[config.mk]
export PLATFORM = sky130hd
export DESIGN_NAME = cv32e40s_fencei_flush_responder
export DESIGN_NICKNAME = d
export VERILOG_FILES = /design/src/rtl/cv32e40s_fencei_flush_responder.sv
export SDC_FILE = /design/constraint.sdc
export NUM_CORES = 1
export LEC_CHECK = 0
export ABC_AREA = 1
export BUFFER_PORTS_ARGS = -buffer_cell sky130_fd_sc_hd__buf_4
export CORE_AREA = 2 2 39 41
export DETAILED_ROUTE_END_ITERATION = 16
export DIE_AREA = 0 0 41 43
export GPL_ROUTABILITY_DRIVEN = 0
export PLACE_DENSITY = 0.51
export REMOVE_ABC_BUFFERS = 1
export SLEW_MARGIN = 10
export SYNTH_ARGS = -nofsm -noshare
export SYNTH_HDL_FRONTEND = slang
export SYNTH_SLANG_ARGS = --single-unit
[constraint.sdc]
create_clock -name clk -period 1.4 [get_ports clk]
set_input_delay 0.21 -clock clk [delete_from_list [all_inputs] [get_ports clk]]
set_output_delay 0.21 -clock clk [all_outputs]
set_load 0.01 [all_outputs]
[src/rtl/cv32e40s_fencei_flush_responder.sv]
// fence.i flush responder: drain stores, invalidate every line-buffer entry, pulse ack.
// Optional drain watchdog enabled by defining CV32E40S_FENCEI_FLUSH_TIMEOUT_EN.
module cv32e40s_fencei_flush_responder #(
  parameter int NUM_LINES = 16,
  parameter int IDX_W     = $clog2(NUM_LINES)
`ifdef CV32E40S_FENCEI_FLUSH_TIMEOUT_EN
  ,
  parameter int TIMEOUT_CYCLES = 1024
`endif
) (
  input  logic             clk,
  input  logic             rst_n,
  input  logic             fencei_flush_req_i,
  output logic             fencei_flush_ack_o,
  input  logic             store_busy_i,
  output logic             inv_valid_o,
  output logic [IDX_W-1:0] inv_idx_o,
  input  logic             inv_ready_i,
  output logic             flush_busy_o
`ifdef CV32E40S_FENCEI_FLUSH_TIMEOUT_EN
  ,
  output logic             flush_timeout_o
`endif
);

  typedef enum logic [2:0] {
    IDLE      = 3'd0,
    DRAIN     = 3'd1,
    INVAL     = 3'd2,
    ACK       = 3'd3,
    WAIT_DROP = 3'd4
  } state_e;

  state_e           state_q;
  state_e           state_d;
  logic [IDX_W-1:0] idx_q;
  logic             start;
  logic             inv_xfer;
  logic             last_idx;
  logic             drain_done;

  assign start    = (state_q == IDLE) && fencei_flush_req_i;
  assign inv_xfer = (state_q == INVAL) && inv_ready_i;
  assign last_idx = (idx_q == IDX_W'(NUM_LINES - 1));

`ifdef CV32E40S_FENCEI_FLUSH_TIMEOUT_EN
  localparam int WD_W = (TIMEOUT_CYCLES > 2) ? $clog2(TIMEOUT_CYCLES) : 1;

  logic [WD_W-1:0] wd_q;
  logic            wd_expired;
  logic            timeout_q;

  assign wd_expired = (wd_q == WD_W'(TIMEOUT_CYCLES - 1));
  assign drain_done = !store_busy_i || wd_expired;

  always_ff @(posedge clk or negedge rst_n) begin
    if (!rst_n) begin
      wd_q      <= '0;
      timeout_q <= 1'b0;
    end else if (start) begin
      wd_q      <= '0;
      timeout_q <= 1'b0;
    end else if (state_q == DRAIN) begin
      wd_q <= wd_q + WD_W'(1);
      // Only a forced exit counts as a timeout; a drain finishing on the last cycle does not.
      if (store_busy_i && wd_expired) begin
        timeout_q <= 1'b1;
      end
    end
  end

  assign flush_timeout_o = timeout_q;
`else
  assign drain_done = !store_busy_i;
`endif

  always_ff @(posedge clk or negedge rst_n) begin
    if (!rst_n) begin
      state_q <= IDLE;
    end else begin
      state_q <= state_d;
    end
  end

  always_comb begin
    state_d = state_q;
    case (state_q)
      IDLE:      if (fencei_flush_req_i) state_d = DRAIN;
      DRAIN:     if (drain_done) state_d = INVAL;
      INVAL:     if (inv_xfer && last_idx) state_d = ACK;
      ACK:       state_d = WAIT_DROP;
      // A req still held from the finished flush must not start a second one.
      WAIT_DROP: if (!fencei_flush_req_i) state_d = IDLE;
      default:   state_d = IDLE;
    endcase
  end

  // Power-of-2 line count lets the index wrap to 0 naturally after the last line.
  always_ff @(posedge clk or negedge rst_n) begin
    if (!rst_n) begin
      idx_q <= '0;
    end else if (start) begin
      idx_q <= '0;
    end else if (inv_xfer) begin
      idx_q <= idx_q + IDX_W'(1);
    end
  end

  always_comb begin
    fencei_flush_ack_o = (state_q == ACK);
    inv_valid_o        = (state_q == INVAL);
    inv_idx_o          = idx_q;
    flush_busy_o       = (state_q != IDLE);
  end

endmodule

### After elaboration in Yosys (flattened, before gate mapping)

Index checks and enable logic that the tools add are counted.

* register bits after elaboration: 7
* latch bits: 0
* RAM bits: 0
* memory bits (read-only): 0
* bits of input ports: 5
* output and inout bits: 7
* logic and storage cells: 26
* memories: 0

* add/sub/neg operators: 1
* multiply operators: 0
* div/mod/pow operators: 0
* $lt $le $gt $ge: 0
* equal/unequal tests: 9
* shift-type cells: 0
* mux-type cells: 7
* bitwise operators: 0
* reduce and logical (&&, ||, !) cells: 7

Operator list (number)
* one-hot mux 3 bit (5 select lines): 1
* 2-to-1 mux 3 bit: 4
* 2-to-1 mux 4 bit: 2
* equality test 3 x 2 -> 1 bit (second input constant): 2
* != test 2 bit (second input constant): 3
* adder 4 x 1 -> 4 bit (second input constant): 1
* equality test 4 bit (second input constant): 1
* AND reduction 4 bit: 1
* equality test 3 x 1 -> 1 bit (second input constant): 1
* equality test 3 bit (second input constant): 1
* logical AND 1 bit: 3
* zero test 3 bit: 1
* nonzero test 3 bit: 1
* != test 2 x 1 -> 1 bit (second input constant): 1
* nonzero test 2 bit: 1

### Logic depth before layout (Yosys ltp)

Gate-level depths: netlist of run 1.

* depth after elaboration: 5
* mapped depth: 7

### Worst setup path before layout of run 1

No wires, ideal clock.

* path kind: register to register
* from: register idx_q[0], in the netlist inv_idx_o[0]
* to: register state_q[1]
* library setup time: 134 ps
* arrival: 948 ps
* path slack: 318 ps
* stages on the path, launching flop included: 5
* path buffers: 0
* cell sequence: dfrtp_1 > ha_1 > nand3_1 > o21ai_0 > o21ai_0

* cells in the longest elaborated chain, start to end: 4

RTL lines
* start, declared: RTL line 36 `logic [IDX_W-1:0] idx_q;`
* start signal, assigned: RTL line 105 `idx_q <= idx_q + IDX_W'(1);`
* equality test 4 bit: RTL line 44 `assign last_idx = (idx_q == IDX_W'(NUM_LINES - 1));`
* logical AND 1 bit: RTL line 90 `INVAL: if (inv_xfer && last_idx) state_d = ACK;`
* != test 2 x 1 -> 1 bit (no source line)
* AND reduction 4 bit (no source line)
* end signal, assigned: RTL line 81 `state_q <= state_d;`
* end, declared: RTL line 34 `state_e state_q;`

No other way between the ends.
A chain may end at the register's enable or synchronous reset.

### Worst setup path after layout of run 1

* from: register state_q[0]
* to: output inv_valid_o

* cells in the longest elaborated chain, start to end: 1

RTL lines
* equality test 3 x 2 -> 1 bit: RTL line 111 `inv_valid_o = (state_q == INVAL);`
* end, declared: RTL line 16 `output logic inv_valid_o,`

No other way between the ends.

==> results of run 1 <==
worst max-delay path, stage by stage (launching register included):
cell	delay, ps
dfrtp_1	420
nor2_2	160
nand2_2	100
inv_1	70
buf_4	110
stage by stage:
| stage | area, µm² | setup slack [ps] | hold WS, ps |
|---|---|---|---|
| 2_1_floorplan | 413 | 318 | -85.6 |
| 3_5_place_dp | 515 | 264 | 30.6 |
| 4_1_cts | 552 | 22.0 | 230 |
| 5_1_grt | 554 | 4.15 | 229 |
| 3_3_place_gp | 515 | 246 | 31.9 |
| 6_report | 554 | 71.3 | 238 |
state kept, by name, indices dropped and copies added, names as in the netlist:
signal	cells
inv_idx_o	4
state_q	3
where the power goes:
| group | switching, mW | total [mW] | leakage, nW | internal, mW |
|---|---|---|---|---|
| logic | 0.348 | 0.632 | 0.202 | 0.284 |
| clock network | 0.0786 | 0.188 | 0.0150 | 0.109 |
| registers | 0.119 | 0.414 | 0.0909 | 0.295 |
| total | 0.547 | 1.23 | 0.308 | 0.688 |
how the worst min path moves through the flow:
stage | start | end | slack [ps] | cells after the start
floorplan | rst_n | inv_idx_o[0] | -90 | 0
global placement | rst_n | inv_idx_o[3] | 30 | 1
detailed placement | rst_n | inv_idx_o[3] | 30 | 1
CTS | fencei_flush_req_i | state_q[2] | 230 | 2
global route | fencei_flush_req_i | state_q[2] | 230 | 2
finish | fencei_flush_req_i | state_q[2] | 240 | 2
logic make-up after synthesis:
group | after synthesis | share of synthesized area, %
and+or+nand+nor | 30 | 35.5
buffers and inverters | 9 | 8.18
DFF | 7 | 42.4
AOI/OAI and AO/OA | 4 | 6.67
xor gates and xnor gates | 2 | 4.24
adders and majority gates | 1 | 3.03
metal layers:
layer | vias up | global-route usage, % | wire length, µm
met5 | - | 0 | 0
met4 | 0 | 4.00 | 0
met3 | 0 | 3.14 | 43
met2 | 11 | 16.6 | 386
met1 | 172 | 14.1 | 402
li1 | 202 | - | -
synth_stat cells, types with 2 or more instances:
library cell | number | area (µm²)
dfrtp_1 | 7 | 175
inv_1 | 8 | 30.0
nand2_1 | 13 | 48.8
nand3_1 | 10 | 50.1
nor2_1 | 2 | 7.51
o21ai_0 | 2 | 10.0
area by class of cell:
type,count,area [µm²],share of cell area [%]
clock buffer,4,26.3,4.74
inverter,9,33.8,6.09
timing repair buffer,12,92.6,16.7
tap,16,20.0,3.61
sequential,7,175,31.6
multi-input combinational,37,206,37.2
repair_timing:
| item | CTS | global route |
|---|---|---|
| setup endpoints to repair | 0 | 1 |
| hold buffers | 1 | 0 |
| gates resized for setup | 0 | 1 |
| hold endpoints to repair | 7 | 0 |
==> impl_metrics.env, run 1 <==
export IMPL_r2r_start="state_q[0]"
export IMPL_final_util_pct=40.1
export IMPL_outcome="finished, final reports clean"
export IMPL_layout_drive_gt1_share_pct=31.9
export IMPL_grt_max_degree=8
export IMPL_grt_pass1_wl_mm=1.30
export IMPL_critPathArrivalTime_ps=1120
export IMPL_portBuffers=11
export IMPL_dp_hpwl_um=659
export IMPL_ant_nets=0
export IMPL_post_cts_buffers=0
export IMPL_layout_cells_non_filler=85
export IMPL_antenna_found_initial=0
export IMPL_dp_cells=80
export IMPL_r2r_end="inv_idx_o[3]"
export IMPL_path_class="reg -> out"
export IMPL_layout_common_cells="13 x nand2_1, 11 x buf_4, 10 x nand3_1"
export IMPL_fillers=146
export IMPL_reg2reg_depth=6
export IMPL_p_per_area_nw_per_um2=2230
export IMPL_endpoint="inv_valid_o"
export IMPL_syn_area_um2=413
export IMPL_cap_violations=0
export IMPL_tns_ps=0
export IMPL_fp_coreArea_um2=1380
export IMPL_cts_sinks=7
export IMPL_fin_nets=76
export IMPL_clkTransAtPathRegs_ps=50
export IMPL_ioPinCount=12
export IMPL_drtIter0Drc=5
export IMPL_wirelength_um=832
export IMPL_cts_tree="done"
export IMPL_avgSynthCellArea_um2=7.79
export IMPL_numCtsBuffers=3
export IMPL_synth_cells=53
export IMPL_relSlewSlack_pct=86.4
export IMPL_yosysWarnings=0
export IMPL_critPathLaunch="state_q[0]"
export IMPL_cts_root_buffer="clkbuf_4"
export IMPL_ys_ff_latch=7
export IMPL_wl_per_cell_um=9.79
export IMPL_ys_seq_area_share_pct=42.4
export IMPL_synth_cell_types=17
export IMPL_async_reset_ff_share_pct=100
export IMPL_firstDrtPassIters=4
export IMPL_area_delta_synth_final_pct=34.2
export IMPL_finalPower_mw=1.23
export IMPL_vias=385
export IMPL_synth_edf_count=0
export IMPL_r2r_setup_slack_ps=260
export IMPL_fmax_mhz=753
export IMPL_vias_per_cell=4.53
export IMPL_die_x_um=41
export IMPL_grt_overflow=0
export IMPL_htree_num_levels=1
export IMPL_drc_errors=0
export IMPL_grt_use_total_pct=10.9
export IMPL_period_needed_ps=1330
export IMPL_leakagePower_nw=0.308
export IMPL_drv_slew=0
export IMPL_start_util_pct=29.8
export IMPL_period_share_pct=94.9
export IMPL_chipHeight_um=43
export IMPL_worst_slew_pin_slew_ps=202
export IMPL_synthFlopType="dfrtp_1"
export IMPL_n_antenna_cell=0
export IMPL_crit_path_max_fanout=5
export IMPL_setup_violations=0
export IMPL_rsz0062_at_grt="no"
export IMPL_skew_ps=1.73
export IMPL_worstSkewPairLatency_ps=250
export IMPL_worstSetupStartpointType="flop"
export IMPL_final_common_cell="nand2_1"
export IMPL_grt_pass1_vias=335
export IMPL_rows=14
export IMPL_final_hold_violation_count=0
export IMPL_cp_end_kind="primary output"
export IMPL_cp_data_required_time_ps=1190
export IMPL_peakVddDrop_v=0.000885
export IMPL_dieArea_um2=1760
export IMPL_hold_class="in -> reg"
export IMPL_clock_path_buffers=2
Power figures use the tool's default switching activity.
==> run 2, diff against run 1 <==
- ABC_AREA: 1 -> 0
- PLACE_DENSITY: 0.51 -> 0.48
==> run 2 against run 1 <==
Against the previous run:
- the flow now finishes with violations (setup timing)
- clock power is essentially flat
- design area grew 3.4%
- cell count shrank 14%
- register-to-register slack lost 200 ps
- synthesized area shrank 9.1%
- clock skew grew 5.3 ps
- non-clock buffer count grew 7
- global-route usage grew 2.1 points
- count of clock-buffer cells in the layout is the same
- die area is the same
- combinational power shrank 11%
==> impl_metrics.env, run 2 <==
export IMPL_outcome="complete, but fails checks"
export IMPL_violations="setup timing"
export IMPL_avgSynthCellArea_um2=10.7
export IMPL_dieArea_um2=1760
export IMPL_synthFlopType="dfrtp_1"
export IMPL_synth_edf_count=0
export IMPL_area_delta_synth_final_pct=52.7
export IMPL_rows=14
export IMPL_fin_ws_ps=-6.90
export IMPL_async_reset_ff_share_pct=100
export IMPL_fmax_mhz=711
export IMPL_grt_use_total_pct=13.0
export IMPL_hold_class="in -> reg"
export IMPL_start_util_pct=27.1
export IMPL_cp_end_kind="primary output"
export IMPL_cts_tree="done"
export IMPL_min_delay_start="fencei_flush_req_i"
export IMPL_synthAdderAreaFrac_pct=3.33
export IMPL_die_x_um=41
export IMPL_grt_pass1_vias=357
export IMPL_cts_sinks=7
export IMPL_synth_top_area_share_pct=46.7
export IMPL_peakVddDrop_v=0.000769
export IMPL_dp_hpwl_um=610
export IMPL_clock_path_buffers=2
export IMPL_layout_common_cells="17 x buf_4, 7 x nor2_1, 5 x mux2i_1"
export IMPL_synthTopCellsByArea="dfrtp_1 47%, mux2i_1 13%, nor2_1 7.0%"
export IMPL_rsz0062_at_grt="yes"
export IMPL_reg2reg_depth=4
export IMPL_tns_ps=-6.90
export IMPL_path_class="reg -> out"
export IMPL_largest_register_ffs=4
export IMPL_hold_depth=2
export IMPL_firstDrtPassIters=3
export IMPL_ioPinCount=12
export IMPL_worstSkewPairLatency_ps=250
export IMPL_leakagePower_nw=0.292
export IMPL_vias_per_cell=4.77
export IMPL_muxShareOfSynthArea_pct=13.3
export IMPL_synth_top_family_by_area="simple AND/OR/NAND/NOR gates"
export IMPL_ys_seq_area_share_pct=46.7
export IMPL_p_per_area_nw_per_um2=1930
export IMPL_worstSetupStartpointType="flop"
export IMPL_drtIter0Drc=2
export IMPL_syn_area_um2=375
export IMPL_yosysWarnings=0
export IMPL_ant_nets=0
export IMPL_yosys_area_top_type="dfrtp_1"
export IMPL_clkTransAtPathRegs_ps=50
export IMPL_r2r_end="inv_idx_o[2]"
export IMPL_synth_cells=35
export IMPL_cap_violations=0
export IMPL_cp_data_required_time_ps=1190
export IMPL_period_needed_ps=1410
export IMPL_synth_top_cells_by_count="7 x dfrtp_1, 7 x nor2_1, 5 x mux2i_1"
export IMPL_grt_overflow=0
export IMPL_grt_pass1_wl_mm=1.44
export IMPL_wirelength_um=944
export IMPL_whs_ps=237
export IMPL_final_util_pct=41.4
export IMPL_n_antenna_cell=0
export IMPL_grt_max_degree=9
export IMPL_drv_slew=0
export IMPL_layout_drive_gt1_share_pct=50.9
export IMPL_r2r_start="state_q[1]"
export IMPL_vias=348
export IMPL_synth_cell_types=16
export IMPL_final_hold_violation_count=0
export IMPL_setup_violations=1
export IMPL_period_share_pct=100
export IMPL_antenna_found_initial=0
export IMPL_chipHeight_um=43
export IMPL_wl_per_cell_um=12.9
export IMPL_drc_errors=0
export IMPL_relSlewSlack_pct=85.5
export IMPL_critPathArrivalTime_ps=1200
export IMPL_skew_ps=7.00
export IMPL_portBuffers=11
export IMPL_crit_path_max_fanout=4
export IMPL_numCtsBuffers=3
export IMPL_final_common_cell="buf_4"
export IMPL_fp_coreArea_um2=1380
export IMPL_cts_root_buffer="clkbuf_4"
export IMPL_synth_xor_area_share_pct=2.33
export IMPL_fin_nets=64
export IMPL_worst_slew_pin_slew_ps=217
export IMPL_ys_ff_latch=7
export IMPL_holdPathEnd="state_q[2]"
export IMPL_r2r_setup_slack_ps=60
export IMPL_synth_simple_area_share_pct=25.7
export IMPL_synth_compound_area_share_pct=4.67
export IMPL_htree_num_levels=1
## run 2: changes by cell type after synthesis, moves of 2 or more
cell     previous run  this run
o21ai_0             2         0
nand3_1            10         1
nand2_1            13         4
inv_1               8         1
nor2_1              2         7
mux2i_1             0         5
## run 2: kinds of logic (layout without fill, tap and decap cells)
logic type,count (synthesis),after routing
fa+ha+maj,1,1
buf+inv,2,24
mux,5,5
compound gates,2,2
simple gates,17,17
xor+xnor,1,1
flops,7,7
## run 2: through the flow
step / setup slack, ps / instances / power [mW] / area [µm²]
finish: -6.90 / 73 / 1.11 / 573
floorplan: 166 / 34 / 0.568 / 364
detailed placement: 108 / 61 / 0.726 / 467
CTS: -9.97 / 73 / 1.10 / 568
global route: -40.6 / 73 / 1.19 / 573
global placement: 117 / 61 / 0.720 / 467
## run 2: repair_timing
action / CTS / global route
setup buffers: 7 / 0
endpoints found under the hold margin: 7 / 0
gates cloned: 0 / 0
resized for setup: 5 / 1
pin swaps: 1 / 0
endpoints found under the setup margin: 2 / 2
hold buffers: 1 / 0
## run 2: metal layers
metal | vias up | global-route usage (%) | routed length, µm
met5 | - | 0 | 0
met4 | 0 | 10.0 | 10
li1 | 169 | - | -
met1 | 169 | 13.5 | 398
met2 | 8 | 20.0 | 475
met3 | 2 | 4.71 | 60
## run 2: worst max-delay path by stage
stage	from	endpoint	slack, ps	depth (start not counted)
floorplan	state_q[0]	inv_idx_o[2]	170	3
global placement	state_q[0]	inv_idx_o[2]	120	3
detailed placement	state_q[0]	inv_idx_o[2]	110	3
CTS	state_q[0]	flush_busy_o	-10	2
global route	state_q[1]	flush_busy_o	-40	2
finish	state_q[1]	flush_busy_o	-7	2
## run 2: layout make-up
type                    instances  area [µm²]
repair buffers                 19         149
multi-input cells              26         195
well taps                      16        20.0
clock buffers                   4        26.3
inverters                       1        3.75
fillers                       141         811
flip-flops and latches          7         179
## run 2: power by group
| group | switching, mW | internal, mW |
|---|---|---|
| Combinational | 0.208 | 0.353 |
| Clock | 0.0781 | 0.109 |
| Sequential | 0.0878 | 0.270 |
## run 2: critical path, stage by stage (launching register included)
cell     delay, ps
dfrtp_2        420
or3_4          400
buf_6          130
